$ cat config.mk
export PLATFORM = sky130hd
export DESIGN_NAME = data_mem_responder
export DESIGN_NICKNAME = d
export VERILOG_FILES = /design/src/rtl/data_mem_pkg.sv /design/src/rtl/data_mem_array.sv /design/src/rtl/data_mem_responder.sv
export SDC_FILE = /design/constraint.sdc
export NUM_CORES = 2
export LEC_CHECK = 0
export CAP_MARGIN = 20
export CORE_UTILIZATION = 44
export DETAILED_ROUTE_END_ITERATION = 12
export HOLD_SLACK_MARGIN = 0.06
export SYNTH_ARGS = -nofsm -noshare
export SYNTH_HDL_FRONTEND = slang
export SYNTH_SLANG_ARGS = --single-unit
export TNS_END_PERCENT = 30
$ cat constraint.sdc
create_clock -name clk -period 2.1 [get_ports clk]
set_input_delay 0.315 -clock clk [delete_from_list [all_inputs] [get_ports clk]]
set_output_delay 0.315 -clock clk [all_outputs]
set_load 0.01 [all_outputs]
$ cat src/rtl/data_mem_pkg.sv
// Shared types and constants for the load/store data-memory responder.
package data_mem_pkg;

  typedef enum logic [1:0] {
    ST_IDLE = 2'b00,
    ST_WAIT = 2'b01,
    ST_RESP = 2'b10
  } state_t;

  localparam int WORD_BYTES = 2;
  localparam int CNT_W      = 4;

endpackage

$ cat src/rtl/data_mem_array.sv
// Single-port word array: write commits on the clock edge, read is combinational
// so the responder can capture load data on the same edge it commits a store.
module data_mem_array #(
  parameter int DEPTH_WORDS = 256,
  parameter int AW          = $clog2(DEPTH_WORDS)
) (
  input  logic          clk,
  input  logic          we,
  input  logic [AW-1:0] index,
  input  logic [15:0]   wdata,
  output logic [15:0]   rdata
);

  logic [15:0] mem [DEPTH_WORDS];

  always_ff @(posedge clk) begin
    if (we) mem[index] <= wdata;
  end

  assign rdata = mem[index];

endmodule

$ cat src/rtl/data_mem_responder.sv
// Memory-side responder: accepts one LOAD/STORE, inserts WAIT_CYCLES wait states,
// accesses the word array and holds the response until the core takes it.
module data_mem_responder
  import data_mem_pkg::*;
#(
  parameter int DEPTH_WORDS = 256,
  parameter int WAIT_CYCLES = 2
) (
  input  logic        clk,
  input  logic        reset_n,
  input  logic        clk_en,
  input  logic        req_valid,
  output logic        req_ready,
  input  logic        req_write,
  input  logic [15:0] req_addr,
  input  logic [15:0] req_wdata,
  output logic        resp_valid,
  input  logic        resp_ready,
  output logic [15:0] resp_rdata,
  output logic        resp_error,
  output logic        busy,
  output state_t      state_dbg
);

  localparam int AW = $clog2(DEPTH_WORDS);

  // Handshake: a transfer happens on a rising edge where clk_en, valid and ready
  // are all high; req_ready is high only in IDLE, resp_valid only in RESP.

  // Reset asserts asynchronously and releases two edges after reset_n rises.
  logic [1:0] rst_pipe;
  logic       rst_sync_n;

  always_ff @(posedge clk or negedge reset_n) begin
    if (!reset_n) rst_pipe <= 2'b00;
    else          rst_pipe <= {rst_pipe[0], 1'b1};
  end

  assign rst_sync_n = rst_pipe[1];

  state_t           state;
  logic [CNT_W-1:0] cnt;
  logic             write_q;
  logic [15:0]      addr_q;
  logic [15:0]      wdata_q;

  logic             in_idle;
  logic             access;
  logic             acc_write;
  logic [15:0]      acc_addr;
  logic [15:0]      acc_wdata;
  logic             acc_error;
  logic [15:0]      arr_rdata;
  logic [15:0]      acc_rdata;
  logic             arr_we;

  assign in_idle = (state == ST_IDLE);

  // With no wait states the access uses the live request on the accept edge.
  assign acc_write = in_idle ? req_write : write_q;
  assign acc_addr  = in_idle ? req_addr  : addr_q;
  assign acc_wdata = in_idle ? req_wdata : wdata_q;

  assign access = ((WAIT_CYCLES == 0) && clk_en && in_idle && req_valid) ||
                  (clk_en && (state == ST_WAIT) && (cnt == CNT_W'(1)));

  assign acc_error = acc_addr[0] || ({17'd0, acc_addr[15:1]} >= DEPTH_WORDS);
  assign arr_we    = access && acc_write && !acc_error && rst_sync_n;
  assign acc_rdata = (acc_error || acc_write) ? 16'h0000 : arr_rdata;

  data_mem_array #(
    .DEPTH_WORDS(DEPTH_WORDS),
    .AW         (AW)
  ) u_array (
    .clk  (clk),
    .we   (arr_we),
    .index(acc_addr[AW:1]),
    .wdata(acc_wdata),
    .rdata(arr_rdata)
  );

  always_ff @(posedge clk or negedge rst_sync_n) begin
    if (!rst_sync_n) begin
      state      <= ST_IDLE;
      cnt        <= '0;
      write_q    <= 1'b0;
      addr_q     <= '0;
      wdata_q    <= '0;
      resp_valid <= 1'b0;
      resp_rdata <= '0;
      resp_error <= 1'b0;
    end else if (clk_en) begin
      case (state)
        ST_IDLE: begin
          if (req_valid) begin
            write_q <= req_write;
            addr_q  <= req_addr;
            wdata_q <= req_wdata;
            cnt     <= CNT_W'(WAIT_CYCLES);
            if (WAIT_CYCLES == 0) begin
              state      <= ST_RESP;
              resp_valid <= 1'b1;
              resp_rdata <= acc_rdata;
              resp_error <= acc_error;
            end else begin
              state <= ST_WAIT;
            end
          end
        end
        ST_WAIT: begin
          cnt <= cnt - CNT_W'(1);
          if (cnt == CNT_W'(1)) begin
            state      <= ST_RESP;
            resp_valid <= 1'b1;
            resp_rdata <= acc_rdata;
            resp_error <= acc_error;
          end
        end
        ST_RESP: begin
          if (resp_ready) begin
            state      <= ST_IDLE;
            resp_valid <= 1'b0;
            resp_rdata <= '0;
            resp_error <= 1'b0;
          end
        end
        default: state <= ST_IDLE;
      endcase
    end
  end

  assign req_ready = rst_sync_n && in_idle;
  assign busy      = !in_idle;
  assign state_dbg = state;

endmodule

**Yosys cells after proc, flatten, opt, wreduce, memory -nomap -nowiden**

Memory sizes are Yosys's and may differ from the RTL's.
Cells that the tools add are included.

- Register bits after elaboration: 59
- Input port bits: 38
- Logic and storage cells: 55
- Memory bits (writable): 4096
- Output and inout port bits: 22
- Memories: 1

- Order comparisons: 1
- Reduce and logical (&&, ||, !) cells: 17
- Equal/unequal tests: 6
- Add/sub/neg operators: 1
- Muxes and demuxes: 20

Memory list:

| name | depth | width | rd ports | clocked after Yosys merged registers in | write ports | RTL line | RTL |
|---|---|---|---|---|---|---|---|
| u_array.mem | 256 | 16 | 1 | 0 | 1 | data_mem_array.sv:14 | `logic [15:0] mem [DEPTH_WORDS];` |

Operators with widths:

| kind | number |
|---|---|
| $mux W16 | 5 |
| $pmux W16 S2 | 1 |
| $ge A15 B9 Y1 const B | 1 |
| $pmux W4 S2 | 1 |
| $reduce_and A4 Y1 | 2 |
| $logic_and A1 B1 Y1 | 6 |
| $mux W1 | 6 |
| $mux W2 | 3 |
| $pmux W2 S3 | 1 |
| $reduce_and A3 Y1 | 2 |
| $eq A4 B1 Y1 const B | 1 |
| $mux W4 | 1 |
| $ne A2 B2 Y1 const B | 2 |
| $pmux W1 S2 | 2 |
| $reduce_bool A2 Y1 | 2 |
| $sub A4 B1 Y4 const B | 1 |
| $eq A2 B1 Y1 const B | 1 |
| $eq A2 B2 Y1 const B | 1 |
| $logic_not A1 Y1 | 2 |
| $logic_not A2 Y1 | 1 |
| $logic_or A1 B1 Y1 | 2 |
| $ne A2 B1 Y1 const B | 1 |

**Logic depth before layout (Yosys ltp)**

- Depth after elaboration: 9
- Gate-level depth with buffers: 14

**Modules after synthesis**

Synthesis repeated with hierarchy kept, for this count alone.

- Cell total of the unflattened synthesis: 6903
- Area total of the unflattened synthesis: 157773.8 µm²

Modules (own cells, without submodules):

| module | area each (µm²) | cells an instance | times used | sequential area each (µm²) |
|---|---|---|---|---|
| data_mem_array | 155078.7 | 6711 | 1 | 122998.0 |
| data_mem_responder | 2695.1 | 192 | 1 | 1476.4 |

**Worst setup path after synthesis**

No wires, ideal clock.

- Kind: register -> register
- Start point: register state[1] (netlist: state_dbg[1])
- End point: memory u_array.mem[0][10], data pin
- Data required time: 1.277 ns
- Clock period less this slack: 5.625 ns
- Stages on the path, launching flop included: 9
- Arrival: 4.803 ns
- Library setup time: 0.823 ns
- Path buffers: 5
- Path slack: -3.525 ns
- Cell sequence: dfrtp_1 > buf_4 > nor2_4 > buf_2 > buf_2 > buf_1 > clkbuf_1 > nand2_1 > nand2_1

- Word-level cells in the longest chain between the ends: 2

RTL lines:

| item | RTL line | RTL |
|---|---|---|
| from (decl) | data_mem_responder.sv:41 | `state_t state;` |
| from (signal assigned) | data_mem_responder.sv:84 | `state <= ST_IDLE;` |
| from (signal assigned) | data_mem_responder.sv:101 | `state <= ST_RESP;` |
| from (signal assigned) | data_mem_responder.sv:106 | `state <= ST_WAIT;` |
| $logic_not A2 Y1 | data_mem_responder.sv:57 | `assign in_idle = (state == ST_IDLE);` |
| $mux W16 | data_mem_responder.sv:62 | `assign acc_wdata = in_idle ? req_wdata : wdata_q;` |
| named net acc_wdata[10] | data_mem_responder.sv:51 | `logic [15:0] acc_wdata;` |
| to (decl) | data_mem_array.sv:14 |  |

The timed path passes the listed nets, and every way through them passes these cells.

**Worst setup path in the final report**

- Start point: register state[0] (netlist: state_dbg[0])
- End point: register resp_rdata[4]

- Word-level cells in the longest chain between the ends: 8
- Elaborated cells between the ends (all ways): 16

RTL lines:

| item | RTL line | RTL |
|---|---|---|
| branches (longest 8 deep; another with $mem_v2 Z256 W16) | -- |  |
| to (signal assigned) | data_mem_responder.sv:103 | `resp_rdata <= acc_rdata;` |
| to (signal assigned) | data_mem_responder.sv:115 | `resp_rdata <= acc_rdata;` |
| to (decl) | data_mem_responder.sv:19 | `output logic [15:0] resp_rdata,` |

Parallel ways; which one is timed is not known. The select of a mux whose other input is x is not followed.
A chain may end at the register's enable or synchronous reset.

==> metrics.log <==
INFO  metric drc_errors = 5
INFO  metric min_period_over_period = 169%
INFO  metric critical_path_buf_inv_count = 7
INFO  metric detailed_place_hpwl = 301,000 um
INFO  metric power.leakage = slightly above 60 nW
INFO  metric synthesis.area = ~150,000 um2
INFO  metric finClkSkew = 64.8 ps
INFO  metric edff_count_synth = 4,096
INFO  metric ys_types = between 40 and 50
INFO  metric detail_route.vias_per_cell = 6.30
INFO  metric tritoncts = built
INFO  metric grtUsageTotal = 27.1%
INFO  metric cell_internal_pwr = 192 mW
INFO  metric setup.reg_to_reg.worst_slack = -1460 ps
INFO  metric status = finished, violations left
INFO  metric design_area = around 190,000 um2
INFO  metric yosys.cell_count.top_type = sky130_fd_sc_hd__edfxtp_1
INFO  metric violations_in_the_final_reports = DRC, setup timing
INFO  metric floorplan.core_area = around 340,000 um2
INFO  metric worst_ep_required_time = 2980 ps
INFO  metric relSlewSlack = roughly a third
INFO  metric worst-r2r-cell-count = 15
INFO  metric area_growth_synth_to_finish = 27.6%
INFO  metric synthCells = ~8,700
INFO  metric worst_path_most_repeated_cell = sky130_fd_sc_hd__buf_4
INFO  metric cp.arrival = 4440 ps
INFO  metric first_pass_iters = 12
INFO  metric cts-buffers-inserted = 410
INFO  metric synth-async-reset-ratio = around 1.4%
INFO  metric power.sequential.fraction = 36.2%
INFO  metric cp_cell_sequence = nor2_4, inv_6, a31oi_4, buf_6, buf_16, buf_16, buf_4, o22ai_1, o21ai_2, a41oi_2, buf_4, o41ai_4, buf_4, nand4_1, o21ai_1
INFO  metric critical_path.slowest_cell = sky130_fd_sc_hd__o41ai_4
INFO  metric endpoint_kind = flop
INFO  metric clock_latency = 1000 ps
INFO  metric setup_crit_start_kind = flop
INFO  metric classification_of_the_worst_slack_hold_path = input port to flop
INFO  metric worst_path_largest_cell_delay = roughly 570 ps
INFO  metric first_pass_grt_wire_length = about 680,000 um
INFO  metric first_global_vias = 93,800
INFO  metric power.density_cell_area = between 1500 and 2000 nW/um2
INFO  metric instances_no_fill = 15,400
INFO  metric total_power = between 200 and 300 mW
INFO  metric die_area = roughly 340,000 um2
INFO  metric cts.path.max_buffers = 4
INFO  metric synth.avg_cell_area = 17.2 um2
INFO  metric timing.rr.start = state_dbg[0]$_DFFE_PN0P_
INFO  metric num-nets-final = 10,500
INFO  metric cp_max_fo = 21
INFO  metric antenna_left = 0
INFO  metric ctsRootBufferMaster = sky130_fd_sc_hd__clkbuf_16
INFO  metric path_clk_slew = 60 ps
INFO  metric cp_top_delay_family = compound AO/OA/AOI/OAI gates
INFO  metric fp-row-count = 214
INFO  metric slew_worst_pin = between 900 and 1000 ps
INFO  metric final.setup.worst_slack = -1460 ps
INFO  metric global_route.overflow_total = 0
INFO  metric final_layout_size_suffix_gt1_share = 25.9%
INFO  metric syn-num-nets = 8,778
INFO  metric synth_top_flop_cell = sky130_fd_sc_hd__edfxtp_1
INFO  metric ys_warn_count = 0
INFO  metric hold_depth = 5
INFO  metric netSwitchingFraction = around 35%
INFO  metric dieHeight = 587 um
INFO  metric tns = -3,890,950 ps
INFO  metric irDropWorstVdd = 995 uV
INFO  metric finalMaxSlewViolations = 0
INFO  metric synth_common_cells = 4,096 x sky130_fd_sc_hd__edfxtp_1, 2,050 x sky130_fd_sc_hd__o22ai_1, 955 x sky130_fd_sc_hd__o21ai_0, 276 x sky130_fd_sc_hd__clkbuf_1, 259 x sky130_fd_sc_hd__nor2_1
INFO  metric finalWeightedCongestion = 0.920
INFO  metric setup.worst_path.class = flop to flop
INFO  metric grt_start_max_net_pins = 74
INFO  metric buffer_ports.inserted = 59
INFO  metric drt-total-wl = 486,000 um
INFO  metric netlist_top_cells_area = sky130_fd_sc_hd__edfxtp_1 82%, sky130_fd_sc_hd__o22ai_1 8.5%, sky130_fd_sc_hd__o21ai_0 3.2%
INFO  metric ys_seq_elements = between 4,000 and 5,000
INFO  metric rsz0062_at_grt = yes
INFO  metric critical_r2r_capture = resp_rdata[4]$_DFFE_PN0P_
INFO  metric via_count = 96,800
INFO  metric cts.sinks = slightly above 4,000
INFO  metric layout_min_cycle_time = about 3600 ps
INFO  metric place_inst = 14,400
INFO  metric seq_area_frac_synth = roughly 83%
INFO  metric power_switching = 105 mW
INFO  metric drv.max_cap_violation_count = 0
INFO  metric placed_area = 174,000 um2
INFO  metric first_iter_violations = between 10,000 and 15,000
INFO  metric max_clock_freq = about 0.28 GHz
INFO  metric hold-path-endpoint = state_dbg[1]$_DFFE_PN0P_
INFO  metric antenna_found_initial = 24
INFO  metric post-synth-top-area-fraction = 81.7%
INFO  metric initial_core_util = between 40% and 50%
INFO  metric wire_per_inst = 31.7 um
INFO  metric final-setup-viol-count = between 7,000 and 8,000
INFO  metric final_hold_viols = 0
INFO  metric pin_count = 60
INFO  metric cts_max_level = 5
INFO  metric hold_start = clk_en
INFO  metric chipWidth = 587 um
INFO  metric post-synth-top-area-cell = sky130_fd_sc_hd__edfxtp_1
INFO  metric p_comb_share = 39.6%
INFO  metric final_core_util = 56.5%
INFO  metric clock_power_share = ~24%
[repair_timing]
action | in CTS | in global routing
buffers inserted | 57 | 50
pin swaps | 56 | 73
cloned | 28 | 24
endpoints found under the hold margin | 21 | 0
gates resized for setup | 382 | 310
hold buffers | 19 | 0
endpoints found under the setup margin | 7423 | 8010
[placed cells by master (no fill, tap or decap), drive strengths merged, types with 28 or more instances in the layout]
master	instances
nor2	260
mux2	33
a41oi	238
dfrtp	59
bufinv	34
nand4	28
o22ai	2050
nand2	101
o41ai	50
edfxtp	4096
clkdlybuf4s50	59
clkinv	177
buf	1857
inv	29
o21ai	1053
clkbuf	528
[power groups by stage]
stage / clock network (mW) / logic [mW] / registers [mW]
5_1_grt: 75.5 / 121 / 108
3_5_place_dp: 0 / 103 / 110
4_1_cts: 72.4 / 111 / 108
3_3_place_gp: 0 / 101 / 109
2_1_floorplan: 0 / 40.8 / 111
6_report: 72.0 / 118 / 108
[worst max path at each step]
stage	start	to	slack, ps	cells past startpoint
final	state_dbg[0]$_DFFE_PN0P_	resp_rdata[4]$_DFFE_PN0P_	-1460	15
after global routing	state_dbg[0]$_DFFE_PN0P_	resp_rdata[14]$_DFFE_PN0P_	-1430	18
after CTS	state_dbg[1]$_DFFE_PN0P_	resp_rdata[15]$_DFFE_PN0P_	-1380	15
after detailed placement	req_addr[1]	resp_rdata[12]$_DFFE_PN0P_	-2130	15
after global placement	req_addr[2]	resp_rdata[0]$_DFFE_PN0P_	-2720	14
after floorplan	state_dbg[1]$_DFFE_PN0P_	u_array.mem[102][0]$_DFFE_PP_	-1260	10
[worst register-to-register path: cells and delay by family (launching register included)]
kind	cells	cell delay, ps
compound gates	6	1420
buf+inv	7	1340
flops	1	460
simple gates	2	260
[cell type report]
cell class	count	area, um2
sequential	4155	124000
tap	4536	5680
clock inverter	246	2320
multi-input combinational	3921	25700
clock buffer	505	10700
timing repair buffer	1970	23200
inverter	13	53.8
antenna	8	20.0
fill	25300	148000
[layer usage]
layer | GRT usage, % | wire (um)
met5 | 0 | 13
met4 | 11.1 | 21500
met3 | 5.32 | 53400
met2 | 42.3 | 225000
met1 | 37.4 | 186000
[registers in the layout, indices dropped and copies added (netlist names)]
signal	count
addr_q	16
cnt	4
resp_error	1
resp_rdata	16
resp_valid	1
rst_pipe	2
state_dbg	2
u_array.mem	4096
wdata_q	16
write_q	1
[through the flow]
step                worst slack (ps)  hold slack [ps]
CTS                            -1380             93.0
global route                   -1430              170
finish                         -1460              145
detailed placement             -2130              291
global placement               -2720              291
floorplan                      -1260             19.4
[kinds of logic (layout without fill, tap and decap cells)]
kind of cell,after synthesis,in the layout,synth area share (%)
flip-flops,4155,4155,82.6
AO/OA/AOI/OAI,3425,3425,13.9
AND/OR/NAND/NOR,459,459,1.31
adder cells (fa/ha/maj),2,2,0.0166
buffers and inverters,663,2734,1.89
other,1,9,0.00249
multiplexers,33,34,0.246
(Power assumes the default switching activity.)
